**src/rtl/mem_bus_arbiter.sv**
```systemverilog
// Two-port arbiter in front of a single 32x8 memory.
// Port 0 (CPU) and port 1 (host/debug loader) share the bus round-robin.
// Port 0 may hold the bus with lock_0, but only for LOCK_MAX consecutive
// grants while port 1 is waiting. Each access runs IDLE -> SETUP -> STROBE
// (ACC_CYCLES cycles) -> DONE, and every output is registered.
module mem_bus_arbiter #(
    parameter int unsigned AW         = 5,
    parameter int unsigned DW         = 8,
    parameter int unsigned ACC_CYCLES = 2,
    parameter int unsigned LOCK_MAX   = 4
) (
    input  logic          clock,
    input  logic          rst,
    input  logic          req_0,
    input  logic          we_0,
    input  logic [AW-1:0] addr_0,
    input  logic [DW-1:0] wdata_0,
    input  logic          lock_0,
    output logic          gnt_0,
    output logic          done_0,
    output logic [DW-1:0] rdata_0,
    input  logic          req_1,
    input  logic          we_1,
    input  logic [AW-1:0] addr_1,
    input  logic [DW-1:0] wdata_1,
    output logic          gnt_1,
    output logic          done_1,
    output logic [DW-1:0] rdata_1,
    output logic [AW-1:0] mem_addr,
    output logic [DW-1:0] mem_wdata,
    output logic          mem_rd,
    output logic          mem_wr,
    input  logic [DW-1:0] mem_rdata,
    output logic          busy
);

    localparam logic [3:0] AccCycles = 4'(ACC_CYCLES);
    localparam logic [3:0] LockMax   = 4'(LOCK_MAX);

    typedef enum logic [1:0] {StIdle, StSetup, StStrobe, StDone} state_e;

    state_e        r_state, w_state_d;
    logic          r_owner, w_owner_d;
    logic          r_last_owner, w_last_owner_d;
    logic [3:0]    r_cnt, w_cnt_d;
    logic [3:0]    r_lock_cnt, w_lock_cnt_d;

    logic          w_lock_ok, w_sel_valid, w_sel_port, w_last_strobe;
    logic          w_we_nx, w_drive_bus;
    logic [AW-1:0] w_addr_nx;
    logic [DW-1:0] w_wdata_nx;

    logic          r_gnt_0, r_gnt_1, r_done_0, r_done_1, r_mem_rd, r_mem_wr, r_busy;
    logic [AW-1:0] r_mem_addr;
    logic [DW-1:0] r_mem_wdata, r_rdata_0, r_rdata_1;
    logic          w_gnt_0_d, w_gnt_1_d, w_done_0_d, w_done_1_d, w_mem_rd_d, w_mem_wr_d;
    logic          w_busy_d;
    logic [AW-1:0] w_mem_addr_d;
    logic [DW-1:0] w_mem_wdata_d, w_rdata_0_d, w_rdata_1_d;

    // Arbitration decision and lock-counter bookkeeping (only meaningful in IDLE)
    always_comb begin
        w_lock_ok   = !r_last_owner && lock_0 && req_0 && (r_lock_cnt < LockMax);
        w_sel_valid = req_0 || req_1;
        if (w_lock_ok) begin
            w_sel_port = 1'b0;
        end else if (req_0 && req_1) begin
            w_sel_port = ~r_last_owner;
        end else begin
            w_sel_port = req_1;
        end

        w_lock_cnt_d = r_lock_cnt;
        if (r_state == StIdle) begin
            if (!req_1 || w_sel_port) begin
                w_lock_cnt_d = 4'd0;
            end else if (w_lock_ok) begin
                // Port 0 kept the bus while port 1 was waiting
                w_lock_cnt_d = r_lock_cnt + 4'd1;
            end
        end
    end

    // State register and per-access bookkeeping
    always_ff @(posedge clock) begin
        if (rst) begin
            r_state      <= StIdle;
            r_owner      <= 1'b0;
            r_last_owner <= 1'b1;
            r_cnt        <= 4'd0;
            r_lock_cnt   <= 4'd0;
        end else begin
            r_state      <= w_state_d;
            r_owner      <= w_owner_d;
            r_last_owner <= w_last_owner_d;
            r_cnt        <= w_cnt_d;
            r_lock_cnt   <= w_lock_cnt_d;
        end
    end

    // Next-state logic for the access sequencer
    always_comb begin
        w_state_d      = r_state;
        w_owner_d      = r_owner;
        w_last_owner_d = r_last_owner;
        w_cnt_d        = r_cnt;
        w_last_strobe  = (r_cnt <= 4'd1);
        unique case (r_state)
            StIdle: begin
                if (w_sel_valid) begin
                    w_state_d = StSetup;
                    w_owner_d = w_sel_port;
                end
            end
            StSetup: begin
                w_state_d = StStrobe;
                w_cnt_d   = AccCycles;
            end
            StStrobe: begin
                if (w_last_strobe) begin
                    w_state_d = StDone;
                end else begin
                    w_cnt_d = r_cnt - 4'd1;
                end
            end
            StDone: begin
                w_state_d      = StIdle;
                w_last_owner_d = r_owner;
            end
            default: w_state_d = StIdle;
        endcase
    end

    // Next values of the registered outputs, derived from the next state
    always_comb begin
        w_we_nx    = w_owner_d ? we_1 : we_0;
        w_addr_nx  = w_owner_d ? addr_1 : addr_0;
        w_wdata_nx = w_owner_d ? wdata_1 : wdata_0;

        w_busy_d   = (w_state_d != StIdle);
        w_gnt_0_d  = w_busy_d && !w_owner_d;
        w_gnt_1_d  = w_busy_d && w_owner_d;
        w_mem_rd_d = (w_state_d == StStrobe) && !w_we_nx;
        w_mem_wr_d = (w_state_d == StStrobe) && w_we_nx;
        w_done_0_d = (w_state_d == StDone) && !w_owner_d;
        w_done_1_d = (w_state_d == StDone) && w_owner_d;

        // Follow the owner's address/data from grant until the last strobe; hold otherwise
        w_drive_bus   = ((r_state == StIdle) && w_sel_valid) || (r_state == StSetup) ||
                        (r_state == StStrobe);
        w_mem_addr_d  = r_mem_addr;
        w_mem_wdata_d = r_mem_wdata;
        if (w_drive_bus) begin
            w_mem_addr_d = w_addr_nx;
            if (w_we_nx) begin
                w_mem_wdata_d = w_wdata_nx;
            end
        end

        w_rdata_0_d = r_rdata_0;
        w_rdata_1_d = r_rdata_1;
        if ((r_state == StStrobe) && w_last_strobe && !w_we_nx) begin
            if (r_owner) begin
                w_rdata_1_d = mem_rdata;
            end else begin
                w_rdata_0_d = mem_rdata;
            end
        end
    end

    // Output registers, all cleared by reset
    always_ff @(posedge clock) begin
        if (rst) begin
            r_gnt_0     <= 1'b0;
            r_gnt_1     <= 1'b0;
            r_done_0    <= 1'b0;
            r_done_1    <= 1'b0;
            r_mem_rd    <= 1'b0;
            r_mem_wr    <= 1'b0;
            r_busy      <= 1'b0;
            r_mem_addr  <= '0;
            r_mem_wdata <= '0;
            r_rdata_0   <= '0;
            r_rdata_1   <= '0;
        end else begin
            r_gnt_0     <= w_gnt_0_d;
            r_gnt_1     <= w_gnt_1_d;
            r_done_0    <= w_done_0_d;
            r_done_1    <= w_done_1_d;
            r_mem_rd    <= w_mem_rd_d;
            r_mem_wr    <= w_mem_wr_d;
            r_busy      <= w_busy_d;
            r_mem_addr  <= w_mem_addr_d;
            r_mem_wdata <= w_mem_wdata_d;
            r_rdata_0   <= w_rdata_0_d;
            r_rdata_1   <= w_rdata_1_d;
        end
    end

    assign gnt_0     = r_gnt_0;
    assign gnt_1     = r_gnt_1;
    assign done_0    = r_done_0;
    assign done_1    = r_done_1;
    assign rdata_0   = r_rdata_0;
    assign rdata_1   = r_rdata_1;
    assign mem_addr  = r_mem_addr;
    assign mem_wdata = r_mem_wdata;
    assign mem_rd    = r_mem_rd;
    assign mem_wr    = r_mem_wr;
    assign busy      = r_busy;

endmodule

```
**config.mk**
```make
export PLATFORM = sky130hd
export DESIGN_NAME = mem_bus_arbiter
export DESIGN_NICKNAME = d
export VERILOG_FILES = /design/src/rtl/mem_bus_arbiter.sv
export SDC_FILE = /design/constraint.sdc
export NUM_CORES = 1
export LEC_CHECK = 0
export CAP_MARGIN = 20
export CORE_MARGIN = 8
export CORE_UTILIZATION = 45
export CTS_CLUSTER_DIAMETER = 30
export DETAILED_ROUTE_END_ITERATION = 16
export GPL_ROUTABILITY_DRIVEN = 0
export PLACE_DENSITY = 0.77
export SYNTH_ARGS = -nofsm -noshare
export SYNTH_HDL_FRONTEND = slang
export SYNTH_SLANG_ARGS = --single-unit
```
**constraint.sdc**
```tcl
create_clock -name clock -period 2.25 [get_ports clock]
set_input_delay 0.225 -clock clock [delete_from_list [all_inputs] [get_ports clock]]
set_output_delay 0.225 -clock clock [all_outputs]
set_load 0.005 [all_outputs]
```
==> results.ini, run 1 <==
[grt]
grt_overflow=0
grt_pass1_vias=1932
grt_max_degree=40
grt_pass1_wl_um=9350
antenna_found_initial=0
grt_util_all_layers=0.156

[critical_path]
cp.arrival_ps=2230
crit_slowest_cell=mux2_2
reg2regPathDepth=6
path_buf_inv=1
ff2ff_setup_slack_ps=200
slowest_delay_ps=430
worstSetupStartpointType=flip-flop
path_delay_family=compound AO/OA/AOI/OAI gates
end_kind=flip-flop
crit_type=reg2reg
r2r-start=r_state[0]
rr_endpoint=mem_wdata[6]
crit_fanout=8
cp_cell_sequence=inv_1 -> ha_2 -> nand3b_2 -> o2bb2ai_2 -> mux2_2 -> a2111oi_0
crit_required_ps=2430

[clock_network]
cts.htree.levels=2
cts_root_buf=clkbuf_8
ctsHoldBuffers=0
path_clk_slew_ps=90
cts-buffers-inserted=5
cts_sinks=48
cts.path.max_buffers=2
clock_latency_ps=300
cts_tree=built

[power]
p_total_mw=3.20
p_leak_nw=1.20
p_per_area_mw_per_mm2=1000
irDropWorstVdd_v=0.000663

[finish]
finalInstanceArea_mm2=0.00320
nets=356
final_cells=375
syn_to_final_growth_pct=43.8
nFillCells=395
antenna_cells=0
drive_gt1_frac=0.0844

[timing]
max_freq_ghz=0.487
setup_viol=0
setup_ws_ps=198
fin_crit_sh=0.912
finClkSkew_ps=2.23
fin_crit_ps=2050
setup_tns_ps=0
hold_viol=0
worst_pin_slew_ps=502
slew_violations=0
rsz0062_at_grt=false
slew_headroom=0.665

[yosys]
synthTopCellsByArea=dfxtp_1 (43%), mux2i_1 (9.9%), nand2b_1 (7.3%)
yosys.cell_types.count=43
synth-main-ff-cell=dfxtp_1
synth_common_cells=dfxtp_1 (48), nand2b_1 (26), mux2i_1 (22)
synth_most_common_cell=dfxtp_1
synth.avg_cell_area_um2=9.75
synth_nets=277
ys_seq_area_frac=0.432
yosysTopAreaCell=dfxtp_1
synthCells=228
ys_ff_latch=48
synth.top_cell.area_share=0.432
synthArstFlopShare=0
synth_edf_count=0
syn-cell-area_mm2=0.00222
ys.warnings.count=0

[route]
avgViaCountPerCell=5.16
drt-total-wl_um=5800
ant_nets=0
firstDrtPassIters=4
wl_per_cell_um=15.5
dr.first_iter.drc_count=68
drcViolationCount=0
vias=1936

[status]
status=finished, final reports clean

[floorplan]
start_util=0.467
io_pins=77
core_area_mm2=0.00475
num_rows=25
die_w_um=86.3
die-height_um=86.3
die_area_mm2=0.00744

[place]
dp_cells=367
pre_cts_slack_ps=89.6
dp_hpwl_um=4310
portBuffers=76
place_area_mm2=0.00309

[hold_path]
min_path_cells=2
min-delay-start=mem_wdata[7]
hold_path_class=reg2reg
whs_endpoint=mem_wdata[7]

[run]
drv_cap=0

state kept, by name (all words and copies together), names as in the netlist, 2 cells and up:
register	cells
r_state	2
rdata_0	8
mem_wdata	8
r_cnt	4
mem_addr	5
r_lock_cnt	4
rdata_1	8
per-stage QoR:
step | utilization | hold slack, ps
after floorplan | - | 401
after global routing | 0.672 | 503
final | 0.672 | 473
after global placement | 0.650 | 456
after detailed placement | 0.650 | 463
after CTS | 0.670 | 476
per-layer routing:
metal / routed length, µm / GRT usage / vias to the layer above / share of wire
met4: 97 / 0.0563 / 0 / 0.017
met5: 0 / 0 / - / 0
met3: 682 / 0.0813 / 10 / 0.12
li1: - / - / 975 / -
met2: 2510 / 0.235 / 73 / 0.43
met1: 2510 / 0.185 / 878 / 0.43
area by class of cell:
type / instances / area [µm²] / area share
multi-input combinational: 154 / 1180 / 0.368
sequential: 48 / 961 / 0.301
timing repair buffer: 82 / 818 / 0.256
tap: 67 / 83.8 / 0.0262
clock buffer: 6 / 82.6 / 0.0258
inverter: 16 / 60.1 / 0.0188
clock inverter: 2 / 13.8 / 0.00431
how the worst max path moves through the flow:
| stage | start | to | slack [ps] | cells after the start |
|---|---|---|---|---|
| floorplan | r_state[0] | mem_wdata[0] | 250 | 7 |
| global placement | req_1 | mem_wdata[6] | 200 | 5 |
| detailed placement | req_1 | mem_wdata[6] | 90 | 5 |
| CTS | r_state[0] | mem_wdata[5] | 110 | 6 |
| global route | r_state[0] | mem_wdata[2] | 40 | 6 |
| finish | r_state[0] | mem_wdata[6] | 200 | 6 |
repair_timing:
| action | 4_1_cts | 5_1_grt |
|---|---|---|
| endpoints found under the setup margin | 0 | 5 |
| resized for setup | 0 | 4 |
| buffers inserted | 0 | 0 |
placed cells by master (no fill, tap or decap), drive strengths merged, types with 8 or more instances in the layout:
cell type	instances
a2111oi	9
a211oi	9
clkdlybuf4s50	76
dfxtp	48
ha	8
inv	17
mux2i	22
nand2b	26
nor2	10
nor3	10
nor3b	10
cell families (layout without fill, tap and decap cells):
logic type | count (synthesis) | in the layout | share of synthesized area
AOI/OAI and AO/OA | 48 | 48 | 0.169
xor gates and xnor gates | 1 | 1 | 0.00394
adders and majority gates | 8 | 8 | 0.0450
buffers and inverters | 26 | 106 | 0.0456
DFF | 48 | 48 | 0.432
muxes | 23 | 23 | 0.104
and+or+nand+nor | 74 | 74 | 0.200
worst min-delay path, cell delays in order, from the launching register on:
cell and delay, ps:
dfxtp_1 320, inv_1 40, a2111oi_0 70
power breakdown:
group	internal [mW]	total (mW)	switching [mW]	leakage, nW
combinational	0.762	1.47	0.706	0.760
clock	0.252	0.551	0.299	0.0516
sequential	1.06	1.18	0.120	0.392
Power figures use the tool's default switching activity.
==> inputs of run 2 (changes only) <==
Settings changed: ABC_AREA set to 1, CORE_UTILIZATION 45 to 46, GPL_ROUTABILITY_DRIVEN 0 to not set.
==> run 2 against run 1 <==
Net effect:
- die area increased by 4.2%
- sequential share of layout area decreased by 1.4 points
- area after synthesis increased by 7.5%
- count of clock-buffer cells in the layout decreased by 1
- wire length increased by 1.3%
- non-clock buffer count decreased by 3
- register-to-register slack improved by 110 ps
- sequential cell count unchanged
- critical endpoint is now rdata_1[7]
- highest routed layer unchanged
==> results.ini, run 2 <==
[yosys]
synthTopCellsByArea=dfxtp_1 (40%), nand2_1 (15%), inv_1 (11%)
ys_seq_area_frac=0.402  ; -0.0301
synth_xor_area_frac=0.00733  ; +0.00339
synth.avg_cell_area_um2=6.84  ; -30%
synth_nets=398  ; +44%
ys_ff_latch=48  ; unchanged
ys.warnings.count=0  ; unchanged
synth_most_common_cell=nand2_1
synth_edf_count=0  ; unchanged
synth_fa_ha_area_frac=0.0419  ; -0.00314
synthArstFlopShare=0  ; unchanged
synthMuxAreaShare=0  ; -0.104
synth-main-ff-cell=dfxtp_1
synthCells=349  ; +53%
synth.top_cell.area_share=0.402  ; -0.0301
synth_compound_area_frac=0.0513  ; -0.118
yosys.cell_types.count=26  ; -40%
synth_top_family_by_area=simple AND/OR/NAND/NOR gates
synth_common_cells=nand2_1 (98), inv_1 (68), dfxtp_1 (48), nor2_1 (48), nand4_1 (16)
yosysTopAreaCell=dfxtp_1
syn-cell-area_mm2=0.00239  ; +7.5%
yosys.area_share.simple=0.355  ; +0.155

[finish]
layout_common_cells=nand2_1 (98), clkdlybuf4s50_1 (76), inv_1 (68), nor2_1 (48), dfxtp_1 (48)
final_common_cell=nand2_1
syn_to_final_growth_pct=40.5
nFillCells=463  ; +17%
antenna_cells=0  ; unchanged
drive_gt1_frac=0.0612  ; -0.0232
seqCellArea_um2=961  ; unchanged
nets=473  ; +33%
multi_input_area_mm2=0.00109  ; -7.6%
fin_util=0.661  ; -0.0109

[clock_network]
cts.htree.levels=2  ; unchanged
cts_sinks=48  ; unchanged
clock_latency_ps=310  ; about the same
path_clk_slew_ps=90  ; about the same
cts_root_buf=clkbuf_8
cts-buffers-inserted=5  ; unchanged
cts_tree=built
cts.path.max_buffers=2  ; unchanged

[timing]
hold_slack_ps=449  ; -24.3 ps
slew_violations=0  ; unchanged
fin_crit_sh=0.865  ; -0.0474
setup_tns_ps=0  ; unchanged
rsz0062_at_grt=false
max_freq_ghz=0.514  ; +5.5%
finClkSkew_ps=8.10  ; +5.86 ps
worst_pin_slew_ps=509  ; +7.06 ps
fin_crit_ps=1950  ; -107 ps
setup_viol=0  ; unchanged
setup_ws_ps=305  ; +107 ps
slew_headroom=0.660  ; -0.00517
hold_viol=0  ; unchanged

[route]
vias=2286  ; +18%
avgViaCountPerCell=4.62  ; -11%
drcViolationCount=0  ; unchanged
wl_per_cell_um=11.9  ; -23%
dr.first_iter.drc_count=87  ; +28%
drt-total-wl_um=5870  ; +1.3%
ant_nets=0  ; unchanged
firstDrtPassIters=4  ; unchanged

[place]
pre_cts_slack_ps=255  ; +165 ps
portBuffers=76  ; unchanged
gp_congestion=0.825
dp_hpwl_um=4510  ; +4.5%

[grt]
grt_overflow=0  ; unchanged
grt_pass1_wl_um=9710  ; +3.8%
grt_util_all_layers=0.159  ; +0.00237
grt_pass1_vias=2158  ; +12%
grt_max_degree=20  ; -50%
antenna_found_initial=0  ; unchanged

[floorplan]
die_w_um=88.1  ; +2.1%
die_area_mm2=0.00775  ; +4.2%
die-height_um=88.1  ; +2.1%
io_pins=77  ; unchanged
num_rows=26  ; +4.0%
start_util=0.471  ; +0.00329
core_area_mm2=0.00507  ; +6.7%

[critical_path]
crit_required_ps=2500  ; +70 ps
crit_fanout=18  ; +10
worstSetupStartpointType=flip-flop
cp.arrival_ps=2190  ; -40 ps
crit_type=reg2reg
end_kind=flip-flop
ff2ff_setup_slack_ps=300  ; +110 ps

[power]
irDropWorstVdd_v=0.000582  ; -12%
p_total_mw=3.68  ; +15%
p_per_area_mw_per_mm2=1100  ; +9.4%
p_leak_nw=1.62  ; +34%

[hold_path]
hold_path_class=reg2reg

[status]
status=finished, final reports clean

[run]
drv_cap=0  ; unchanged

## run 2: cell types whose count changed after synthesis, sizes merged, moves of 5 or more
cell,before,now
nand2,4,102
inv,16,70
nor2,10,49
nand2b,26,0
mux2i,22,0
nand4,0,18
nand3,2,15
nor3b,10,0
a2111oi,9,0
a211oi,9,0
nor3,10,4
nor2b,5,0
## run 2: power breakdown
part,internal [mW],switching [mW],leakage (nW)
sequential,1.09,0.135,0.393
clock,0.556,0.301,0.0784
combinational,0.724,0.873,1.15
## run 2: area by class of cell
type                            instances  area share
Timing Repair Buffer                   79       0.233
Clock buffer                            5      0.0205
Sequential cell                        48       0.286
Clock inverter                          3      0.0268
Inverter                               73      0.0828
Tap cell                               70      0.0261
Multi-Input combinational cell        217       0.324
## run 2: worst paths after layout
check	start	end	depth (start not counted)
hold reg to reg	r_lock_cnt[3]	r_lock_cnt[3]	2
setup reg to reg	r_state[0]	rdata_1[7]	12
hold / removal	r_lock_cnt[3]	r_lock_cnt[3]	2
setup / recovery	r_state[0]	rdata_1[7]	12
## run 2: logic make-up (layout without fill, tap and decap cells)
kind of cell,count (synthesis),in the layout
and+or+nand+nor,188,188
adders and majority gates,8,8
DFF,48,48
buffers and inverters,84,160
xor gates and xnor gates,2,2
AOI/OAI and AO/OA,19,19
## run 2: layer usage
| layer | track usage | wire length [µm] | up-vias |
|---|---|---|---|
| li1 | - | - | 1203 |
| met1 | 0.186 | 2600 | 1001 |
| met2 | 0.248 | 2570 | 77 |
| met3 | 0.0779 | 636 | 5 |
| met4 | 0.0507 | 68 | 0 |
| met5 | 0 | 0 | - |
## run 2: metrics by stage
step | instances | cell area [µm²]
floorplan | 349 | 2390
detailed placement | 487 | 3190
global placement | 487 | 3190
finish | 495 | 3360
CTS | 495 | 3350
global route | 495 | 3360
## run 2: worst max-delay path, cell delays in order (launching register included)
cell,delay (ps)
dfxtp_1,350
inv_1,130
ha_1,230
inv_1,90
nor2_2,150
inv_2,70
nand2_4,80
nand2_4,160
nand2_1,150
nand4_2,210
nand2_1,130
inv_1,40
nor2_1,90
## run 2: what timing repair did
action	in CTS	in global routing
buffers inserted	0	0
resized for setup	0	1
hold buffers	0	0
setup endpoints to repair	0	3
